### src/rtl/instr_encoder_stream_if.sv
// Handshake and payload bundle for instr_encoder_stream.
// master: field producer / word consumer side. slave: the encoder.
//   in_*  : decoded fields plus in_valid/in_ready handshake
//   out_* : packed word, load address, error flag plus out_valid/out_ready
interface instr_encoder_stream_if #(
  parameter int unsigned ADDR_W = 32
);
  logic              in_valid;
  logic              in_ready;
  logic [6:0]        in_opcode;
  logic [4:0]        in_rd;
  logic [4:0]        in_rs1;
  logic [4:0]        in_rs2;
  logic [2:0]        in_funct3;
  logic [6:0]        in_funct7;
  logic [31:0]       in_imm;
  logic              out_valid;
  logic              out_ready;
  logic [31:0]       out_instr;
  logic [ADDR_W-1:0] out_addr;
  logic              out_err;

  modport master (
    output in_valid, in_opcode, in_rd, in_rs1, in_rs2, in_funct3, in_funct7, in_imm,
    output out_ready,
    input  in_ready, out_valid, out_instr, out_addr, out_err
  );

  modport slave (
    input  in_valid, in_opcode, in_rd, in_rs1, in_rs2, in_funct3, in_funct7, in_imm,
    input  out_ready,
    output in_ready, out_valid, out_instr, out_addr, out_err
  );
endinterface

### src/rtl/instr_encoder_stream.sv
// Streaming RV32 instruction encoder: packs decoded fields into a 32-bit word,
// flags immediates that do not fit the format, and tags each delivered word
// with a sequential load address. Two-stage pipeline, one word per cycle.
// Ports:
//   clk, rst_n  : clock, asynchronous active-low reset
//   clear       : synchronous flush of pipeline, address and counters
//   bus         : slave side of instr_encoder_stream_if (fields in, word out)
//   enc_count   : delivered words, saturating
//   err_count   : delivered errored words, saturating
module instr_encoder_stream #(
  parameter int unsigned       ADDR_W    = 32,
  parameter logic [ADDR_W-1:0] BASE_ADDR = '0,
  parameter bit                STRICT    = 1'b1
) (
  input  logic                    clk,
  input  logic                    rst_n,
  input  logic                    clear,
  instr_encoder_stream_if.slave   bus,
  output logic [15:0]             enc_count,
  output logic [15:0]             err_count
);

  localparam logic [31:0] NOP = 32'h0000_0013;
  localparam logic [15:0] CNT_MAX = 16'hFFFF;

  typedef enum logic [2:0] {FMT_R, FMT_I, FMT_S, FMT_B, FMT_U, FMT_J, FMT_X} fmt_e;

  fmt_e        in_fmt;
  logic        in_legal;

  logic        s1_valid;
  fmt_e        s1_fmt;
  logic        s1_err;
  logic [6:0]  s1_op;
  logic [4:0]  s1_rd;
  logic [4:0]  s1_rs1;
  logic [4:0]  s1_rs2;
  logic [2:0]  s1_f3;
  logic [6:0]  s1_f7;
  logic [31:0] s1_imm;

  logic [31:0] s1_word;
  logic        s2_load;
  logic        s2_adv;
  logic        in_hs;

  // Format selection and immediate representability, evaluated on the input fields.
  always_comb begin
    in_fmt = FMT_X;
    case (bus.in_opcode)
      7'b0010011, 7'b0000011, 7'b1100111: in_fmt = FMT_I;
      7'b0100011:                         in_fmt = FMT_S;
      7'b1100011:                         in_fmt = FMT_B;
      7'b0110111, 7'b0010111:             in_fmt = FMT_U;
      7'b1101111:                         in_fmt = FMT_J;
      7'b0110011:                         in_fmt = FMT_R;
      default:                            in_fmt = FMT_X;
    endcase

    in_legal = 1'b0;
    case (in_fmt)
      FMT_R:        in_legal = 1'b1;
      FMT_I, FMT_S: in_legal = (bus.in_imm == {{20{bus.in_imm[11]}}, bus.in_imm[11:0]});
      FMT_B:        in_legal = !bus.in_imm[0] &&
                               (bus.in_imm == {{19{bus.in_imm[12]}}, bus.in_imm[12:0]});
      FMT_J:        in_legal = !bus.in_imm[0] &&
                               (bus.in_imm == {{11{bus.in_imm[20]}}, bus.in_imm[20:0]});
      FMT_U:        in_legal = (bus.in_imm[11:0] == 12'd0);
      default:      in_legal = 1'b0;
    endcase
  end

  // Standard RV32 packing of the S1 contents; unsupported opcodes fall back to R layout.
  always_comb begin
    s1_word = {s1_f7, s1_rs2, s1_rs1, s1_f3, s1_rd, s1_op};
    case (s1_fmt)
      FMT_I: s1_word = {s1_imm[11:0], s1_rs1, s1_f3, s1_rd, s1_op};
      FMT_S: s1_word = {s1_imm[11:5], s1_rs2, s1_rs1, s1_f3, s1_imm[4:0], s1_op};
      FMT_B: s1_word = {s1_imm[12], s1_imm[10:5], s1_rs2, s1_rs1, s1_f3,
                        s1_imm[4:1], s1_imm[11], s1_op};
      FMT_U: s1_word = {s1_imm[31:12], s1_rd, s1_op};
      FMT_J: s1_word = {s1_imm[20], s1_imm[10:1], s1_imm[11], s1_imm[19:12], s1_rd, s1_op};
      default: s1_word = {s1_f7, s1_rs2, s1_rs1, s1_f3, s1_rd, s1_op};
    endcase
    if (s1_err && STRICT) s1_word = NOP;
  end

  // S2 accepts when empty or draining; S1 moves exactly when S2 loads.
  assign s2_adv       = bus.out_valid && bus.out_ready;
  assign s2_load      = s1_valid && (!bus.out_valid || bus.out_ready);
  assign bus.in_ready = rst_n && !clear && (!s1_valid || s2_load);
  assign in_hs        = bus.in_valid && bus.in_ready;

  // Stage 1: registered fields plus format/legality result.
  always_ff @(posedge clk or negedge rst_n) begin
    if (!rst_n) begin
      s1_valid <= 1'b0;
      s1_fmt   <= FMT_X;
      s1_err   <= 1'b0;
      s1_op    <= '0;
      s1_rd    <= '0;
      s1_rs1   <= '0;
      s1_rs2   <= '0;
      s1_f3    <= '0;
      s1_f7    <= '0;
      s1_imm   <= '0;
    end else if (clear) begin
      s1_valid <= 1'b0;
    end else if (in_hs) begin
      s1_valid <= 1'b1;
      s1_fmt   <= in_fmt;
      s1_err   <= !in_legal;
      s1_op    <= bus.in_opcode;
      s1_rd    <= bus.in_rd;
      s1_rs1   <= bus.in_rs1;
      s1_rs2   <= bus.in_rs2;
      s1_f3    <= bus.in_funct3;
      s1_f7    <= bus.in_funct7;
      s1_imm   <= bus.in_imm;
    end else if (s2_load) begin
      s1_valid <= 1'b0;
    end
  end

  // Stage 2: output word, address and delivery counters.
  always_ff @(posedge clk or negedge rst_n) begin
    if (!rst_n) begin
      bus.out_valid <= 1'b0;
      bus.out_instr <= '0;
      bus.out_err   <= 1'b0;
      bus.out_addr  <= BASE_ADDR;
      enc_count     <= '0;
      err_count     <= '0;
    end else if (clear) begin
      bus.out_valid <= 1'b0;
      bus.out_addr  <= BASE_ADDR;
      enc_count     <= '0;
      err_count     <= '0;
    end else begin
      if (s2_load) begin
        bus.out_valid <= 1'b1;
        bus.out_instr <= s1_word;
        bus.out_err   <= s1_err;
      end else if (s2_adv) begin
        bus.out_valid <= 1'b0;
      end
      if (s2_adv) begin
        bus.out_addr <= bus.out_addr + ADDR_W'(4);
        if (enc_count != CNT_MAX) enc_count <= enc_count + 16'd1;
        if (bus.out_err && (err_count != CNT_MAX)) err_count <= err_count + 16'd1;
      end
    end
  end

endmodule

### src/flat_wrapper.sv
// flat-port wrapper written by rule: the top's interface ports become plain ports
module instr_encoder_stream_flat 
#(
  parameter int unsigned       ADDR_W    = 32,
  parameter logic [ADDR_W-1:0] BASE_ADDR = '0,
  parameter bit                STRICT    = 1'b1
)
  (clk, rst_n, clear, enc_count, err_count, bus_in_valid, bus_in_opcode, bus_in_rd, bus_in_rs1, bus_in_rs2, bus_in_funct3, bus_in_funct7, bus_in_imm, bus_out_ready, bus_in_ready, bus_out_valid, bus_out_instr, bus_out_addr, bus_out_err);
  instr_encoder_stream_if #(.ADDR_W(ADDR_W)) bus_i ();
  input  logic clk;
  input  logic rst_n;
  input  logic clear;
  output logic [15:0] enc_count;
  output logic [15:0] err_count;
  input wire logic [$bits(bus_i.in_valid)-1:0] bus_in_valid;
  input wire logic [$bits(bus_i.in_opcode)-1:0] bus_in_opcode;
  input wire logic [$bits(bus_i.in_rd)-1:0] bus_in_rd;
  input wire logic [$bits(bus_i.in_rs1)-1:0] bus_in_rs1;
  input wire logic [$bits(bus_i.in_rs2)-1:0] bus_in_rs2;
  input wire logic [$bits(bus_i.in_funct3)-1:0] bus_in_funct3;
  input wire logic [$bits(bus_i.in_funct7)-1:0] bus_in_funct7;
  input wire logic [$bits(bus_i.in_imm)-1:0] bus_in_imm;
  input wire logic [$bits(bus_i.out_ready)-1:0] bus_out_ready;
  output wire logic [$bits(bus_i.in_ready)-1:0] bus_in_ready;
  output wire logic [$bits(bus_i.out_valid)-1:0] bus_out_valid;
  output wire logic [$bits(bus_i.out_instr)-1:0] bus_out_instr;
  output wire logic [$bits(bus_i.out_addr)-1:0] bus_out_addr;
  output wire logic [$bits(bus_i.out_err)-1:0] bus_out_err;
  assign bus_i.in_valid = bus_in_valid;
  assign bus_i.in_opcode = bus_in_opcode;
  assign bus_i.in_rd = bus_in_rd;
  assign bus_i.in_rs1 = bus_in_rs1;
  assign bus_i.in_rs2 = bus_in_rs2;
  assign bus_i.in_funct3 = bus_in_funct3;
  assign bus_i.in_funct7 = bus_in_funct7;
  assign bus_i.in_imm = bus_in_imm;
  assign bus_i.out_ready = bus_out_ready;
  assign bus_in_ready = bus_i.in_ready;
  assign bus_out_valid = bus_i.out_valid;
  assign bus_out_instr = bus_i.out_instr;
  assign bus_out_addr = bus_i.out_addr;
  assign bus_out_err = bus_i.out_err;
  instr_encoder_stream #(.ADDR_W(ADDR_W), .BASE_ADDR(BASE_ADDR), .STRICT(STRICT)) u_core (.clk(clk), .rst_n(rst_n), .clear(clear), .bus(bus_i), .enc_count(enc_count), .err_count(err_count));
endmodule
### config.mk
export PLATFORM = sky130hd
export DESIGN_NAME = instr_encoder_stream_flat
export DESIGN_NICKNAME = d
export VERILOG_FILES = /design/src/rtl/instr_encoder_stream_if.sv /design/src/rtl/instr_encoder_stream.sv /design/src/flat_wrapper.sv
export SDC_FILE = /design/constraint.sdc
export NUM_CORES = 1
export LEC_CHECK = 0
export BUFFER_PORTS_ARGS = -buffer_cell sky130_fd_sc_hd__buf_2
export CAP_MARGIN = 20
export CORE_AREA = 3 3 120 238
export DETAILED_ROUTE_END_ITERATION = 8
export DIE_AREA = 0 0 123 241
export GPL_TIMING_DRIVEN = 0
export SKIP_LAST_GASP = 1
export SYNTH_ARGS = -nofsm -noshare
export SYNTH_HDL_FRONTEND = slang
export SYNTH_SLANG_ARGS = --single-unit
### constraint.sdc
create_clock -name clk -period 4.6 [get_ports clk]
set_input_delay 0.92 -clock clk [delete_from_list [all_inputs] [get_ports clk]]
set_output_delay 0.92 -clock clk [all_outputs]
set_load 0.005 [all_outputs]
==> metrics.txt <==
postcts setup bufs 0; Hold Violations, Final 0; period utilization 0.5860; count of port buffers added during placement 164; largest net degree at the start of global routing 109; Max-Cap Viols 0; most frequent cell after synthesis dfrtp_1; sequential area share after synthesis 0.5140; Routed Wire Length 24140 um; Slew @ Worst Pin 0.7224 ns; Worst Setup Slack, final 1.904 ns; ys async rst share 1.000; Final min period 2.696 ns; Worst Setup End Kind primary output; placer congestion estimate 0.9273; Root Buffer Master clkbuf_16; CTS max path bufs 2; setup skew after layout 0.006207 ns; Critical Path, Cell by Cell buf_8 > nand2b_1 > a21oi_1 > buf_2; pre-CTS setup slack 1.612 ns; number of unique standard cell types used by synthesis 64; clk_lat worst skew 0.45 ns; Die X 123 um; Post-synth EDFFs 0; post-route cell area 9982 um^2; Peak VDD IR 0.2531 mV; CORE AREA 26910 um^2; CP bufs+invs 2; P_leak 4.618 nW; Cell Rows 85; CTS tree built; Rel. slew slack 0.5139; Clock H-tree levels 4; Max Fclk 371.0 MHz; Die Area 29640 um^2; initial antenna violation count 2; setup tns final 0 ns; Top Ports 168; top cells by area, synth dfrtp_1 51%, mux2_2 9.5%, nor2_1 5.0%, xnor2_1 3.7%, nand2_1 2.8%; die height 241 um; Arr. time, crit path 1.78 ns; # hold bufs at CTS 0; clock transition at the registers of the reported paths 0.07 ns; placed wire-length estimate 18790 um; share of post-route cells with drive strength above 1 0.3099; CP Launch Type input pin; Cell Area, Synth 8038 um^2; DRC Markers 0; DR iter-0 viols 303; placed insts 1284; Synth area leader dfrtp_1; Final Util 0.3710; nets 1027; placed cell areas 9335 um^2; pwr/cell area 371.5 nW/um^2; Slowest cell on crit path buf_8; synth warn 0; # resized after CTS 0; grt ovf 0; worst path required time 3.68 ns; # fillers 2696; drt first pass iters 6; setup violators final 0; worst-path maximum fanout 59; All-Layer GR Usage 0.1667; Synth top area share 0.5075; Initial Util 0.2987; Avg Inst Size Synth 10.44 um^2; antenna viol nets, final 0; Layout area overhead 24.19%; clock sink count 165; via count 6478; CP top delay family buffers and inverters; CTS buffer count 17; register bit count reported by yosys 165; most frequent cells after synthesis 163 x dfrtp_1, 108 x nor2_1, 68 x mux2_2; first-pass GRT wire length 36900 um; outcome finished, final reports clean; Final Non-Filler Cells 1317; Worst path max stage delay 0.34 ns; unrepaired setup endpoints after global routing no; setup slack, reg-to-reg 2.35 ns; Hold Crit Class in2async; number of global-route vias before repair 6535; max-slew violation count 0; Mapped Cells 770; DR vias/cell 4.919; crit path kind in2out; top_reg_cell synth dfrtp_1; post-DR wirelength/cell 18.33 um
-- registers in the layout (all words and copies together) (netlist names) --
name and cells:
u_core.s1_op 7, u_core.err_count 16, u_core.s1_err 1, u_core.s1_f7 7
u_core.enc_count 16, u_core.s1_rs2 5, u_core.s1_rd 5, u_core.s1_f3 3
u_core.s1_rs1 5, u_core.bus.out_instr 32, u_core.s1_valid 1, u_core.s1_imm 32
u_core.bus.out_addr 30, u_core.bus.out_valid 1, u_core.bus.out_err 1, u_core.s1_fmt 3
-- stage by stage --
step	total power, W	hold WS [ns]
4_1_cts	0.003769	0.3919
6_report	0.003708	0.3888
2_1_floorplan	0.001946	0.4673
3_5_place_dp	0.002165	0.4651
5_1_grt	0.003881	0.4052
3_3_place_gp	0.002148	0.4548
-- kinds of logic (layout without fill, tap and decap cells) --
| kind of cell | count (synthesis) | count (layout) | share of synthesized area |
|---|---|---|---|
| AND/OR/NAND/NOR | 298 | 298 | 0.1907 |
| buffers and inverters | 56 | 253 | 0.02989 |
| AO/OA/AOI/OAI | 105 | 105 | 0.08172 |
| multiplexers | 85 | 85 | 0.1164 |
| XOR/XNOR | 57 | 57 | 0.06211 |
| adder cells (fa/ha/maj) | 3 | 3 | 0.004670 |
| other | 1 | 3 | 0.0004666 |
| flip-flops | 165 | 165 | 0.5140 |
-- routing by layer --
| layer | global-route usage | vias to the layer above | wire, um |
|---|---|---|---|
| met5 | 0 | - | 11 |
| met4 | 0.08403 | 2 | 942 |
| met3 | 0.03893 | 45 | 1112 |
| met2 | 0.3204 | 159 | 13930 |
| met1 | 0.1614 | 3186 | 8147 |
| li1 | - | 3086 | - |
-- worst paths after layout --
check	startpoint	endpoint	cells after the start
max	rst_n	bus_in_ready	4
min	rst_n	u_core.enc_count[10]	1
max reg2reg	u_core.bus.out_valid	u_core.bus.out_instr[23]	6
min reg2reg	u_core.bus.out_instr[3]	u_core.bus.out_instr[3]	2
max in group asynchronous	rst_n	u_core.bus.out_instr[0]	2
min in group clk	u_core.bus.out_instr[3]	u_core.bus.out_instr[3]	2
-- layout by cell type (no fill, tap or decap), types with 4 or more instances in the layout --
master / n
mux2i_1: 17
clkbuf_1: 23
a211oi_1: 6
mux2_2: 68
nand3_1: 19
a31oi_1: 7
nor3_1: 12
inv_1: 15
and4_1: 5
clkbuf_16: 17
and3_1: 6
a21oi_1: 29
and2_1: 5
buf_4: 5
a22o_1: 6
nand4_1: 26
bufinv_16: 4
o41ai_1: 6
nor2_1: 108
buf_1: 4
nor4_1: 13
o21ai_0: 34
dfrtp_1: 163
or4_1: 4
xor2_1: 23
buf_2: 172
nand2b_1: 10
nand2_1: 60
xnor2_1: 34
-- cell type report --
cell class                 instances  area (um^2)  share of cell area
antenna                            1        2.502           0.0002507
buffer                            41        183.9             0.01843
clock buffer                      17        425.4             0.04262
clock inverter                    15        219.0             0.02194
inverter                          15        56.30            0.005641
multi-input combinational        550         3670              0.3676
sequential                       165         4131              0.4139
tap                              348        435.4             0.04362
timing repair buffer             165        858.3             0.08599
-- power by group --
part | internal, W | leakage [nW] | switching, W
sequential | 0.00159 | 2.14 | 0.0000953
clock | 0.000926 | 0.314 | 0.000656
combinational | 0.000212 | 2.16 | 0.000226
Note: power is estimated with default switching activity, not from simulation.
